[src/rtl/synth_pkg.sv]
// Shared constants and types for the synth chain sequencer blocks.
package synth_pkg;

    localparam int unsigned STEPS       = 16;
    localparam int unsigned NVOICES     = 4;
    localparam int unsigned NOTEBITS    = 7;
    localparam int unsigned SAMPLE_RATE = 31250;

    typedef struct packed {
        logic                valid;
        logic [NOTEBITS-1:0] note;
    } pattern_entry_t;

    typedef enum logic [1:0] {
        VOICE_OFF,
        VOICE_ON,
        VOICE_GAP
    } voice_state_t;

    typedef enum logic {
        SEQ_STOPPED,
        SEQ_RUNNING
    } seq_state_t;

endpackage

[src/rtl/seq_gate_ctrl.sv]
// Per-voice gate FSM: OFF/ON/GAP with a gate-length counter in sample ticks.
module seq_gate_ctrl
    import synth_pkg::*;
#(
    parameter int unsigned GATE_W = 8
) (
    input  logic              clk,
    input  logic              rst_n,
    input  logic              sample_tick,
    input  logic              clear,
    input  logic              trigger,
    input  logic [GATE_W-1:0] gate_len,
    output logic              gate
);

    voice_state_t      state_q, state_d;
    logic [GATE_W-1:0] cnt_q, cnt_d;

    always_ff @(posedge clk or negedge rst_n) begin
        if (!rst_n) begin
            state_q <= VOICE_OFF;
            cnt_q   <= '0;
            gate    <= 1'b0;
        end else begin
            state_q <= state_d;
            cnt_q   <= cnt_d;
            gate    <= (state_d == VOICE_ON);
        end
    end

    always_comb begin
        state_d = state_q;
        cnt_d   = cnt_q;
        if (clear) begin
            state_d = VOICE_OFF;
            cnt_d   = '0;
        end else if (trigger) begin
            if (gate_len == '0) begin
                state_d = VOICE_OFF;
                cnt_d   = '0;
            end else if (state_q == VOICE_OFF) begin
                state_d = VOICE_ON;
                cnt_d   = gate_len;
            end else begin
                // Retrigger: hold the gate low for one tick so envelopes restart
                state_d = VOICE_GAP;
            end
        end else if (sample_tick) begin
            case (state_q)
                VOICE_ON: begin
                    if (cnt_q <= GATE_W'(1)) begin
                        state_d = VOICE_OFF;
                        cnt_d   = '0;
                    end else begin
                        cnt_d = cnt_q - 1'b1;
                    end
                end
                VOICE_GAP: begin
                    if (gate_len == '0) begin
                        state_d = VOICE_OFF;
                        cnt_d   = '0;
                    end else begin
                        state_d = VOICE_ON;
                        cnt_d   = gate_len;
                    end
                end
                default: ;
            endcase
        end
    end

endmodule

[src/rtl/step_sequencer.sv]
// Pattern-driven note/gate scheduler: a STEPS x NVOICES pattern stepped every
// tempo_div sample ticks, driving per-voice notes and gate pulses.
module step_sequencer
    import synth_pkg::*;
#(
    parameter int unsigned NVOICES  = synth_pkg::NVOICES,
    parameter int unsigned STEPS    = synth_pkg::STEPS,
    parameter int unsigned NOTEBITS = synth_pkg::NOTEBITS,
    parameter int unsigned TEMPO_W  = 16,
    parameter int unsigned GATE_W   = 8
) (
    input  logic                          clk,
    input  logic                          rst_n,
    input  logic                          sample_tick,
    input  logic                          run,
    input  logic [TEMPO_W-1:0]            tempo_div,
    input  logic [GATE_W-1:0]             gate_len,
    input  logic                          wr_en,
    input  logic [$clog2(STEPS)-1:0]      wr_step,
    input  logic [$clog2(NVOICES)-1:0]    wr_voice,
    input  logic [NOTEBITS:0]             wr_data,
    output logic [NVOICES-1:0]            gate,
    output logic [NVOICES*NOTEBITS-1:0]   note,
    output logic [$clog2(STEPS)-1:0]      step,
    output logic                          step_strobe
);

    localparam int unsigned STEP_W = $clog2(STEPS);

    seq_state_t         state_q, state_d;
    logic               first_q;
    logic [TEMPO_W-1:0] tick_cnt_q;
    logic [TEMPO_W-1:0] tick_limit;
    logic               fire;
    logic               stop;
    logic [STEP_W-1:0]  fire_step;
    logic [NOTEBITS:0]  pat_mem [STEPS][NVOICES];

    always_ff @(posedge clk or negedge rst_n) begin
        if (!rst_n) state_q <= SEQ_STOPPED;
        else        state_q <= state_d;
    end

    always_comb begin
        state_d    = state_q;
        fire       = 1'b0;
        stop       = 1'b0;
        fire_step  = step + 1'b1;
        tick_limit = (tempo_div == '0) ? '0 : tempo_div - 1'b1;
        case (state_q)
            SEQ_STOPPED: begin
                if (run) state_d = SEQ_RUNNING;
            end
            SEQ_RUNNING: begin
                if (!run) begin
                    state_d = SEQ_STOPPED;
                    stop    = 1'b1;
                end else if (sample_tick) begin
                    if (first_q) begin
                        fire      = 1'b1;
                        fire_step = '0;
                    end else if (tick_cnt_q >= tick_limit) begin
                        // >= so a shortened tempo fires on the next tick
                        fire = 1'b1;
                    end
                end
            end
            default: state_d = SEQ_STOPPED;
        endcase
    end

    always_ff @(posedge clk or negedge rst_n) begin
        if (!rst_n) begin
            first_q     <= 1'b1;
            tick_cnt_q  <= '0;
            step        <= '0;
            step_strobe <= 1'b0;
        end else begin
            step_strobe <= fire;
            if (stop || state_q == SEQ_STOPPED) begin
                first_q    <= 1'b1;
                tick_cnt_q <= '0;
                if (stop) step <= '0;
            end else if (fire) begin
                first_q    <= 1'b0;
                tick_cnt_q <= '0;
                step       <= fire_step;
            end else if (sample_tick && !first_q) begin
                tick_cnt_q <= tick_cnt_q + 1'b1;
            end
        end
    end

    // Fire reads pat_mem combinationally, so a same-cycle write is seen next pass
    always_ff @(posedge clk or negedge rst_n) begin
        if (!rst_n) begin
            pat_mem <= '{default: '0};
        end else if (wr_en) begin
            pat_mem[wr_step][wr_voice] <= wr_data;
        end
    end

    for (genvar v = 0; v < NVOICES; v++) begin : g_voice
        logic [NOTEBITS:0]   entry;
        logic                trigger;
        logic [NOTEBITS-1:0] note_q;

        assign entry   = pat_mem[fire_step][v];
        assign trigger = fire && entry[NOTEBITS];

        always_ff @(posedge clk or negedge rst_n) begin
            if (!rst_n)       note_q <= '0;
            else if (trigger) note_q <= entry[NOTEBITS-1:0];
        end

        assign note[v*NOTEBITS +: NOTEBITS] = note_q;

        seq_gate_ctrl #(
            .GATE_W (GATE_W)
        ) u_gate (
            .clk         (clk),
            .rst_n       (rst_n),
            .sample_tick (sample_tick),
            .clear       (stop),
            .trigger     (trigger),
            .gate_len    (gate_len),
            .gate        (gate[v])
        );
    end

endmodule
[config.mk]
export PLATFORM = sky130hd
export DESIGN_NAME = step_sequencer
export DESIGN_NICKNAME = d
export VERILOG_FILES = /design/src/rtl/synth_pkg.sv /design/src/rtl/seq_gate_ctrl.sv /design/src/rtl/step_sequencer.sv
export SDC_FILE = /design/constraint.sdc
export NUM_CORES = 1
export LEC_CHECK = 0
export CORE_MARGIN = 2
export CORE_UTILIZATION = 40
export CTS_CLUSTER_SIZE = 12
export DETAILED_ROUTE_END_ITERATION = 7
export DONT_BUFFER_PORTS = 1
export GPL_ROUTABILITY_DRIVEN = 0
export GPL_TIMING_DRIVEN = 1
export PLACE_DENSITY = 0.58
export SYNTH_ARGS = -nofsm -noshare
export SYNTH_HDL_FRONTEND = slang
export SYNTH_SLANG_ARGS = --single-unit
[constraint.sdc]
create_clock -name clk -period 2.8 [get_ports clk]
set_clock_uncertainty 0.15 [all_clocks]
set_input_delay 0.56 -clock clk [delete_from_list [all_inputs] [get_ports clk]]
set_output_delay 0.56 -clock clk [all_outputs]
set_load 0.02 [all_outputs]
==> run metrics <==
Slew HR=-76.7%; crit path DAT=4.29 ns; Hold Vio Cnt, Final=280; initial antenna violation count=1; post-DP HPWL=54200 µm; leak pwr=16.2 nW; area delta synth->final=22.1%; Worst EP required=3.16 ns; fmax=0.254 GHz; layout cells sized above 1=39.3%; Critical Path Start Type=primary input; Total Power=0.0297 W; die height=276 µm; clock latency on the worst-skew pair=0.63 ns; critical path's most frequent cell=buf_4; FP Rows=99; synthesized area=29500 µm²; Worst Setup Path Type=primary input to flop; design area=36000 µm²; synthesized net count=2658; CTS max path bufs=3; Seq pwr share=39.0%; Final WS setup=-1.13 ns; cell family with most CP delay=simple AND/OR/NAND/NOR gates; number of distinct library cells after synthesis=68; DRT Wirelength=86800 µm; cells after synthesis=2571; setup_tns=-86.54 ns; starting density of the core=40.4%; TritonCTS clock tree=yes; crit end category=flop; top post-synthesis cells by count=dfrtp_1 (606), mux2_2 (531), nand2_1 (376), clkbuf_1 (130), a311oi_1 (115); 1st-iter DRT viols=1603; Post-synth EDFFs=0; clock-pin slew on the worst setup and hold paths=0.06 ns; FFs w/ async S/R, synth=100%; Sw Share=34.2%; Crit path largest cell delay=0.51 ns; r2r startpoint=step[0]$_DFFE_PN0P_; Ys Warns=0; GRT Resource Usage Total=23.0%; measured slew at the worst slew-check pin=2.65 ns; Clock power frac=29.7%; Die Wd=276 µm; vias post-DR=21800; Internal=0.0196 W; peak supply drop=0.000810 V; global route overflow=0; core area=73000 µm²; final net count=2805; DR pass1 iterations=5; worst-path maximum fanout=7; detailed-route DRC error count=0; I/O Buffers=0; WL/cell=23.3 µm; Max Cap Viol=0; H-tree depth=3; Post-DP Area=32000 µm²; status=finished, violations left; CTS Sinks=607; vias per cell=5.84; synth top area cells=dfrtp_1 (51%), mux2_2 (20%), nand2_1 (4.8%); fin. max-slew vios=487; Synth Flop Type=dfrtp_1; Tightest Hold Check Type=primary input to asynchronous set/reset pin; violated checks=hold timing, slew limit, setup timing; area leader, netlist=dfrtp_1; CP cell instances=or4_4 > or3_4 > nor4_4 > nand4b_1 > buf_6 > nand2b_1 > ha_1 > nor2b_4 > o211ai_1 > a311oi_2 > o31ai_2 > buf_4 > inv_6 > buf_6 > a311oi_2 > buf_4 > buf_4 > a32oi_2 > o32ai_2; Detail Route Antenna Nets=0; Pwr Density=825 nW/µm²; first-pass GRT wire length=135000 µm; Bufs and invs on worst path=6; die area=75900 µm²; count leader, synth=dfrtp_1; Synth top area share=51.4%; P_sw=0.0102 W; combinational power share=31.3%; hold_buf cts=11; fin crit share=140%; vias in the first global route=22600; Crit-path slowest cell=or4_4; pin count of the biggest net entering global routing=608; fin crit period=3.93 ns; IO Pins=80; RSZ-0062 raised after global routing=yes; register area share after synthesis=51.5%; crit path launch=tempo_div[9]; Hold Slack=-0.502 ns; final setup fails=93; flops & latches, synth=607; total CTS buffers=69; Avg Cell Area, Syn=11.5 µm²; root buffer cell=clkbuf_16
cell type report:
cell class	count	area, µm²
multi-input cells	1735	14600
fillers	6330	37000
well taps	959	1200
diodes	1	2.50
clock inverters	24	245
inverters	42	163
repair buffers	263	2690
flip-flops and latches	607	15200
clock buffers	96	1960
flip-flops by register name, summed over array words and instances (netlist names):
name / flops
first_q: 1
g_voice.note_q: 28
g_voice.u_gate.cnt_q: 32
g_voice.u_gate.gate: 4
g_voice.u_gate.state_q: 8
pat_mem: 512
state_q: 1
step: 4
step_strobe: 1
tick_cnt_q: 16
routing by layer:
metal	up-vias	share of wire (%)	global-route usage [%]
li1	9740	-	-
met2	534	47	37.6
met5	-	0	0
met1	11400	45	31.7
met3	129	6.0	4.31
met4	0	1.9	5.23
cell families after synthesis:
group                      count (synthesis)  synth area share, %
AOI/OAI and AO/OA                        409                 10.5
DFF                                      607                 51.5
muxes                                    563                 21.4
and+or+nand+nor                          680                 10.4
buffers and inverters                    233                 3.32
xor gates and xnor gates                  35                 1.04
adders and majority gates                 44                 1.87
path summary, 6_finish.rpt:
| kind | to | slack (ns) | cells past startpoint |
|---|---|---|---|
| worst min register to register | pat_mem[79]$_DFFE_PN0P_ | 0.35 | 1 |
| max in group asynchronous | pat_mem[261]$_DFFE_PN0P_ | 0.92 | 0 |
| min in group clk | g_voice[1].u_gate.state_q[1]$_DFF_PN0_ | 0.04 | 2 |
| worst max-delay path | g_voice[0].u_gate.cnt_q[4]$_DFFE_PN0P_ | -1.13 | 19 |
| worst min-delay path | tick_cnt_q[15]$_DFFE_PN0P_ | -0.50 | 0 |
| worst max register to register | g_voice[2].u_gate.cnt_q[4]$_DFFE_PN0P_ | -0.61 | 12 |
power groups by stage:
stage,clock (W),sequential (W),combinational (W)
2_1_floorplan,0,0.0112,0.00527
3_3_place_gp,0,0.0116,0.00764
3_5_place_dp,0,0.0116,0.00786
4_1_cts,0.00902,0.0115,0.00873
5_1_grt,0.00939,0.0118,0.00998
6_report,0.00883,0.0116,0.00930
metrics by stage:
step	util (%)	setup WS, ns	std cells
6_report	49.4	-1.13	3727
5_1_grt	49.3	-1.29	3726
4_1_cts	48.4	-1.05	3709
3_5_place_dp	43.9	-1.85	3554
3_3_place_gp	43.9	-1.82	3554
2_1_floorplan	-	-1.46	2571
what timing repair did:
| item | CTS | global route |
|---|---|---|
| endpoints found under the hold margin | 1132 | 607 |
| setup buffers | 19 | 18 |
| resized for setup | 137 | 110 |
| pin swaps | 31 | 38 |
| cloned | 6 | 0 |
| setup endpoints to repair | 93 | 93 |
placed cells by master (no fill, tap or decap), drive strengths merged, types with 20 or more instances in the layout:
cell and instances:
a21oi 30, nand2b 20, o31ai 26, nand2 379, mux2 531, nor3 59
dfrtp 606, or3 32, o22ai 113, mux2i 32, ha 44, inv 45
xor2 24, nand3 38, buf 260, clkbuf 96, a311oi 117, nor2 76
o21ai 26
No activity file was read; power rests on OpenSTA's default activity.
